$ cat src/rtl/wb_pkg.sv
// Shared types and helpers for the write-back/commit stage.
package wb_pkg;

  typedef enum logic [1:0] {
    BYTE  = 2'b00,
    HALF  = 2'b01,
    WORD  = 2'b10,
    DWORD = 2'b11
  } wb_size_e;

  typedef enum logic [1:0] {
    IDLE  = 2'b00,
    WAIT  = 2'b01,
    DRAIN = 2'b10
  } wb_state_e;

  typedef struct packed {
    logic     reg_write;
    logic     mem_to_reg;
    wb_size_e size;
    logic     load_signed;
  } wb_ctrl_t;

  // Width of the byte-lane offset inside one XLEN-wide memory word.
  function automatic int lane_aw(input int xlen);
    return $clog2(xlen / 8);
  endfunction

endpackage

$ cat src/rtl/wb_load_ext.sv
// Load data extractor: picks the addressed byte/half/word lanes out of a raw
// memory word and sign- or zero-extends them to XLEN.
module wb_load_ext
  import wb_pkg::*;
#(
  parameter int XLEN = 32
) (
  input  logic [XLEN-1:0]          rdata,
  input  logic [lane_aw(XLEN)-1:0] addr_lo,
  input  wb_size_e                 size,
  input  logic                     load_signed,
  output logic [XLEN-1:0]          data
);

  localparam int OFF_W = lane_aw(XLEN);

  wb_size_e         eff_size;
  logic [OFF_W-1:0] low_mask;
  logic [OFF_W-1:0] off_al;
  logic [XLEN-1:0]  shifted;
  logic [XLEN-1:0]  keep;
  logic             msb;

  always_comb begin
    // A 32-bit datapath has no dword access; treat it as a full word.
    eff_size = (XLEN == 32 && size == DWORD) ? WORD : size;
    low_mask = '0;
    keep     = '1;
    case (eff_size)
      BYTE: begin
        keep = XLEN'(8'hFF);
      end
      HALF: begin
        low_mask = OFF_W'(1);
        keep     = XLEN'(16'hFFFF);
      end
      WORD: begin
        low_mask = OFF_W'(3);
        keep     = XLEN'(32'hFFFF_FFFF);
      end
      default: begin
        low_mask = OFF_W'(7);
      end
    endcase
    off_al  = addr_lo & ~low_mask;
    shifted = rdata >> {off_al, 3'b000};
    // Top bit of the kept field is the sign bit of the loaded value.
    msb     = |(shifted & keep & ~(keep >> 1));
    data    = (shifted & keep) | ({XLEN{load_signed & msb}} & ~keep);
  end

endmodule

$ cat src/rtl/wb_commit_unit.sv
// Write-back stage: accepts retiring instructions, waits for load responses,
// and drives the registered register-file write port.
module wb_commit_unit
  import wb_pkg::*;
#(
  parameter int XLEN    = 32,
  parameter int REG_AW  = 5,
  parameter int TIMEOUT = 64
) (
  input  logic              clk,
  input  logic              rst,
  input  logic              in_valid,
  output logic              in_ready,
  input  wb_ctrl_t          in_ctrl,
  input  logic [REG_AW-1:0] in_rw,
  input  logic [XLEN-1:0]   in_exout,
  input  logic              dm_rvalid,
  input  logic [XLEN-1:0]   dm_rdata,
  input  logic              flush,
  output logic              rf_we,
  output logic [REG_AW-1:0] rf_wa,
  output logic [XLEN-1:0]   rf_wd,
  output logic              busy,
  output logic              timeout_err
);

  localparam int               OFF_W    = lane_aw(XLEN);
  localparam int               CNT_W    = $clog2(TIMEOUT);
  localparam logic [CNT_W-1:0] CNT_LAST = CNT_W'(TIMEOUT - 1);

  wb_state_e         state_reg, state_next;
  logic [CNT_W-1:0]  cnt_reg, cnt_next;
  logic              ctx_we_reg, ctx_we_next;
  logic [REG_AW-1:0] ctx_rw_reg, ctx_rw_next;
  wb_size_e          ctx_size_reg, ctx_size_next;
  logic              ctx_signed_reg, ctx_signed_next;
  logic [OFF_W-1:0]  ctx_off_reg, ctx_off_next;
  logic              rf_we_reg, rf_we_next;
  logic [REG_AW-1:0] rf_wa_reg, rf_wa_next;
  logic [XLEN-1:0]   rf_wd_reg, rf_wd_next;
  logic              timeout_err_reg, timeout_err_next;

  logic              is_idle;
  logic              accept;
  logic              in_we;
  wb_size_e          ext_size;
  logic              ext_signed;
  logic [OFF_W-1:0]  ext_off;
  logic [XLEN-1:0]   ext_data;

  assign is_idle  = (state_reg == IDLE);
  assign in_ready = is_idle & ~flush & ~rst;
  assign accept   = in_valid & in_ready;
  assign in_we    = in_ctrl.reg_write & (in_rw != '0);

  // In IDLE the extender looks at the incoming load so a same-cycle response commits directly.
  assign ext_size   = is_idle ? in_ctrl.size               : ctx_size_reg;
  assign ext_signed = is_idle ? in_ctrl.load_signed        : ctx_signed_reg;
  assign ext_off    = is_idle ? in_exout[OFF_W-1:0]        : ctx_off_reg;

  wb_load_ext #(.XLEN(XLEN)) u_load_ext (
    .rdata       (dm_rdata),
    .addr_lo     (ext_off),
    .size        (ext_size),
    .load_signed (ext_signed),
    .data        (ext_data)
  );

  always_comb begin
    state_next       = state_reg;
    cnt_next         = cnt_reg;
    ctx_we_next      = ctx_we_reg;
    ctx_rw_next      = ctx_rw_reg;
    ctx_size_next    = ctx_size_reg;
    ctx_signed_next  = ctx_signed_reg;
    ctx_off_next     = ctx_off_reg;
    rf_we_next       = 1'b0;
    rf_wa_next       = rf_wa_reg;
    rf_wd_next       = rf_wd_reg;
    timeout_err_next = timeout_err_reg;
    case (state_reg)
      IDLE: begin
        if (accept) begin
          if (!in_ctrl.mem_to_reg) begin
            rf_we_next = in_we;
            rf_wa_next = in_rw;
            rf_wd_next = in_exout;
          end else if (dm_rvalid) begin
            rf_we_next = in_we;
            rf_wa_next = in_rw;
            rf_wd_next = ext_data;
          end else begin
            ctx_we_next     = in_we;
            ctx_rw_next     = in_rw;
            ctx_size_next   = in_ctrl.size;
            ctx_signed_next = in_ctrl.load_signed;
            ctx_off_next    = in_exout[OFF_W-1:0];
            cnt_next        = '0;
            state_next      = WAIT;
          end
        end
      end
      WAIT: begin
        if (dm_rvalid) begin
          state_next = IDLE;
          cnt_next   = '0;
          if (!flush) begin
            rf_we_next = ctx_we_reg;
            rf_wa_next = ctx_rw_reg;
            rf_wd_next = ext_data;
          end
        end else if (cnt_reg == CNT_LAST) begin
          state_next       = IDLE;
          cnt_next         = '0;
          timeout_err_next = 1'b1;
        end else begin
          cnt_next = cnt_reg + 1'b1;
          if (flush) state_next = DRAIN;
        end
      end
      DRAIN: begin
        if (dm_rvalid) begin
          state_next = IDLE;
          cnt_next   = '0;
        end else if (cnt_reg == CNT_LAST) begin
          state_next       = IDLE;
          cnt_next         = '0;
          timeout_err_next = 1'b1;
        end else begin
          cnt_next = cnt_reg + 1'b1;
        end
      end
      default: begin
        state_next = IDLE;
        cnt_next   = '0;
      end
    endcase
  end

  always_ff @(posedge clk or posedge rst) begin
    if (rst) begin
      state_reg       <= IDLE;
      cnt_reg         <= '0;
      ctx_we_reg      <= 1'b0;
      ctx_rw_reg      <= '0;
      ctx_size_reg    <= BYTE;
      ctx_signed_reg  <= 1'b0;
      ctx_off_reg     <= '0;
      rf_we_reg       <= 1'b0;
      rf_wa_reg       <= '0;
      rf_wd_reg       <= '0;
      timeout_err_reg <= 1'b0;
    end else begin
      state_reg       <= state_next;
      cnt_reg         <= cnt_next;
      ctx_we_reg      <= ctx_we_next;
      ctx_rw_reg      <= ctx_rw_next;
      ctx_size_reg    <= ctx_size_next;
      ctx_signed_reg  <= ctx_signed_next;
      ctx_off_reg     <= ctx_off_next;
      rf_we_reg       <= rf_we_next;
      rf_wa_reg       <= rf_wa_next;
      rf_wd_reg       <= rf_wd_next;
      timeout_err_reg <= timeout_err_next;
    end
  end

  assign rf_we       = rf_we_reg;
  assign rf_wa       = rf_wa_reg;
  assign rf_wd       = rf_wd_reg;
  assign busy        = !is_idle;
  assign timeout_err = timeout_err_reg;

endmodule

$ cat config.mk
export PLATFORM = sky130hd
export DESIGN_NAME = wb_commit_unit
export DESIGN_NICKNAME = d
export VERILOG_FILES = /design/src/rtl/wb_pkg.sv /design/src/rtl/wb_load_ext.sv /design/src/rtl/wb_commit_unit.sv
export SDC_FILE = /design/constraint.sdc
export NUM_CORES = 1
export LEC_CHECK = 0
export BUFFER_PORTS_ARGS = -buffer_cell sky130_fd_sc_hd__buf_4
export CAP_MARGIN = 30
export CELL_PAD_IN_SITES_DETAIL_PLACEMENT = 0
export CELL_PAD_IN_SITES_GLOBAL_PLACEMENT = 1
export CORE_MARGIN = 2
export CORE_UTILIZATION = 35
export DETAILED_ROUTE_END_ITERATION = 8
export GPL_TIMING_DRIVEN = 0
export PLACE_DENSITY_LB_ADDON = 0.1
export SKIP_LAST_GASP = 1
export SLEW_MARGIN = 25
export SYNTH_ARGS = -nofsm -noshare
export SYNTH_HDL_FRONTEND = slang
export SYNTH_SLANG_ARGS = --single-unit
$ cat constraint.sdc
create_clock -name clk -period 6.5 [get_ports clk]
set_input_delay 1.3 -clock clk [delete_from_list [all_inputs] [get_ports clk]]
set_output_delay 1.3 -clock clk [all_outputs]
set_load 0.005 [all_outputs]
==> results_dict.tcl <==
set metrics [dict create \
    multi_input_combinational_cell_area_mm2 0.00188 \
    synth.ff_latch_count 58 \
    core-area_mm2 0.00968 \
    final.fill_count 959 \
    port-buffer-count 118 \
    cts_buffer_depth 2 \
    critical_path.slowest_cell "sky130_fd_sc_hd__a32oi_1" \
    wire_per_inst_um 17.9 \
    number_of_synthesized_flops_with_an_enable_pin 0 \
    most_used_flip_flop_cell_after_synthesis "sky130_fd_sc_hd__dfrtp_1" \
    proportion_of_synthesized_area_in_mux_cells_pct 9.58 \
    post_synth_instance_area_mm2 0.00346 \
    grt-ovfl-total 0 \
    grt_util_all_layers_pct 22.0 \
    netlist.top_cell.by_area "sky130_fd_sc_hd__dfrtp_1" \
    biggest_area_contributors_in_the_synthesized_netlist "sky130_fd_sc_hd__dfrtp_1 (42%), sky130_fd_sc_hd__mux2_2 (5.5%), sky130_fd_sc_hd__nor3_1 (4.6%)" \
    synth_top_cell_area_share_pct 41.9 \
    timing.final.hold_violations 0 \
    number_of_buffers_created_by_cts 9 \
    period_minus_slack_ns 3.36 \
    synth_adder_area_share_pct 1.45 \
    clkSlewWorstSetupHoldPaths_ns 0.07 \
    cts_hold_buffers 0 \
    detail_route.iter0.violations 185 \
    number_of_flip_flops_in_the_largest_register 32 \
    postSynth.asyncResetShare_pct 100 \
    max_clock_freq_mhz 298 \
    cp_data_required_time_ns 6.74 \
    holdCritPathClass "register to register" \
    worstSkewPairLatency_ns 0.35 \
    initial_core_util_pct 35.7 \
    vias_per_cell 5.40 \
    first_global_vias 3225 \
    synth.cells.most_frequent "sky130_fd_sc_hd__dfrtp_1 (58), sky130_fd_sc_hd__nor2_1 (38), sky130_fd_sc_hd__nor3_1 (32), sky130_fd_sc_hd__nand2_1 (30), sky130_fd_sc_hd__o21ai_0 (29)" \
    timing_worst_slew_pin_value_ns 1.07 \
    root_buffer "sky130_fd_sc_hd__clkbuf_8" \
    via_count 3508 \
    critical_path_max_stage_delay_ns 0.84 \
    diodes 0 \
    number_of_antenna_violations_at_the_first_check_in_global_routing 0 \
    synthesis.yosys.warnings 0 \
    final_net_count 595 \
    timing_max_transition_violations_final 0 \
    floorplan.die.height_um 103 \
    holdWs_ns 0.471 \
    finalCoreUtilization_pct 48.9 \
    synthMostInstantiatedCell "sky130_fd_sc_hd__dfrtp_1" \
    crit_path_max_fanout 10 \
    worstPathCellList "clkbuf_1 -> nor2b_1 -> o22ai_1 -> a32oi_1 -> clkbuf_1 -> nor3_1 -> a211oi_1" \
    timing.setup.tns_ns 0 \
    routabilityCongestion 0.967 \
    timing.critical_path.to_type "register" \
    synth_cell_type_count 49 \
    ir_drop_v 0.000152 \
    powerDensity_mw_per_mm2 352 \
    post_route_cells_drive_above_1_share_pct 35.2 \
    path_class "primary input to register" \
    status "finished clean" \
    drt_pass1_iterations 4 \
    antenna_violating_nets_post_route 0 \
    synth-simple-area-share_pct 20.4 \
    postSynthNetCount 465 \
    routed_wire_length_um 11600 \
    die_width_um 103 \
    largest_net_degree_at_the_start_of_global_routing 33 \
    timing.max_slew.rel_slack_pct 28.7 \
    synth_area_in_compound_gates_pct 22.7 \
    top_level_ports 120 \
    numClockSinks 58 \
    largest_family_of_logic_cells_by_synthesized_area "compound AO/OA/AOI/OAI gates" \
    critical_path.most_common_cell "sky130_fd_sc_hd__clkbuf_1" \
    period_share_pct 51.7 \
    dp_hpwl_um 8620 \
    leakage_nw 2.08 \
    final_report_setup_violation_count 0 \
    dpl.cell_count 634 \
    post-place-ws_ns 2.81 \
    area_growth_from_synthesis_to_final_layout_pct 36.8 \
    worst-endpoint-arrival_ns 3.60 \
    post_cts_buffers 0 \
    htreeDepth 3 \
    max_cap_viol_count 0 \
    final.setup_skew_ns 0.0123 \
    cts_repair_resize_count 0 \
    grt_setup_unrepaired "no" \
    area_taken_by_flip_flops_and_latches_mm2 0.00145 \
    cts_tree "built" \
    rows 36 \
    dieArea_mm2 0.0107 \
    cp_launch_type "primary input" \
    synth.yosys.seq_area_share_pct 41.9 \
    post-route-worst-setup-slack_ns 3.14 \
    post_layout_nonfiller_instances 650 \
    grt_first_pass_wirelength_um 17700 \
    post_synth_inst_count 382 \
    drc 0 \
    synth-xor-area-share_pct 0 \
    syn-mean-instance-area_um2 9.06 \
]
-- where the power goes --
part / leakage [nW] / internal (mW) / total [mW] / switching, mW
Combinational: 1.31 / 0.367 / 0.724 / 0.356
Sequential: 0.689 / 0.512 / 0.605 / 0.0933
Clock: 0.0873 / 0.175 / 0.337 / 0.162
-- path summary, 6_finish.rpt --
check                              from          end  slack (ns)  depth (start not counted)
min                         timeout_err  timeout_err        0.47                          1
min reg2reg                 timeout_err  timeout_err        0.47                          1
min in group asynchronous           rst  timeout_err        0.96                          2
max                           dm_rvalid    rf_wd[12]        3.14                          7
max reg2reg                state_reg[1]    rf_wd[12]        3.41                          8
max in group asynchronous           rst    rf_wd[30]        5.04                          3
-- kinds of logic after synthesis --
| group | count (synthesis) |
|---|---|
| AOI/OAI and AO/OA | 111 |
| adders and majority gates | 4 |
| buffers and inverters | 33 |
| DFF | 58 |
| muxes | 31 |
| and+or+nand+nor | 145 |
-- stage by stage --
stage	area, um^2	power [mW]
2_1_floorplan	3460	0.986
3_3_place_gp	4510	1.32
3_5_place_dp	4540	1.33
4_1_cts	4740	1.67
5_1_grt	4740	1.79
6_report	4740	1.67
-- critical path: cells and delay by family --
| family | cells | cell delay, ns |
|---|---|---|
| and+or+nand+nor | 2 | 0.38 |
| AOI/OAI and AO/OA | 3 | 1.19 |
| buffers and inverters | 2 | 0.72 |
-- layer usage --
metal,part of all wire (%),GRT usage [%],routed length (um),up-vias
li1,-,-,-,1678
met1,46,31.8,5410,1709
met2,46,32.2,5310,107
met3,6.6,5.04,765,14
met4,1.3,8.00,146,0
met5,0,0,0,-
-- cell usage in the layout (no fill, tap or decap), drive strengths merged, types with 3 or more instances in the layout --
cell type and count:
o31ai 4, a31o 4, nand3 19, and3 4, mux2 17, dfrtp 58, inv 8, ha 4
clkbuf 29, nor2b 3, mux2i 14, nand2 30, a211oi 29, or2 3, buf 124, o21ai 29
a21oi 28, nor3 32, clkinvlp 4, nor2 39
-- cell type report --
cell class / instances / area share [%]
buffer: 25 / 2.22
multi-input combinational: 291 / 39.7
tap: 133 / 3.51
sequential: 58 / 30.6
clock inverter: 7 / 1.48
clock buffer: 9 / 2.62
timing repair buffer: 119 / 19.1
inverter: 8 / 0.687
Power figures use the tool's default switching activity.
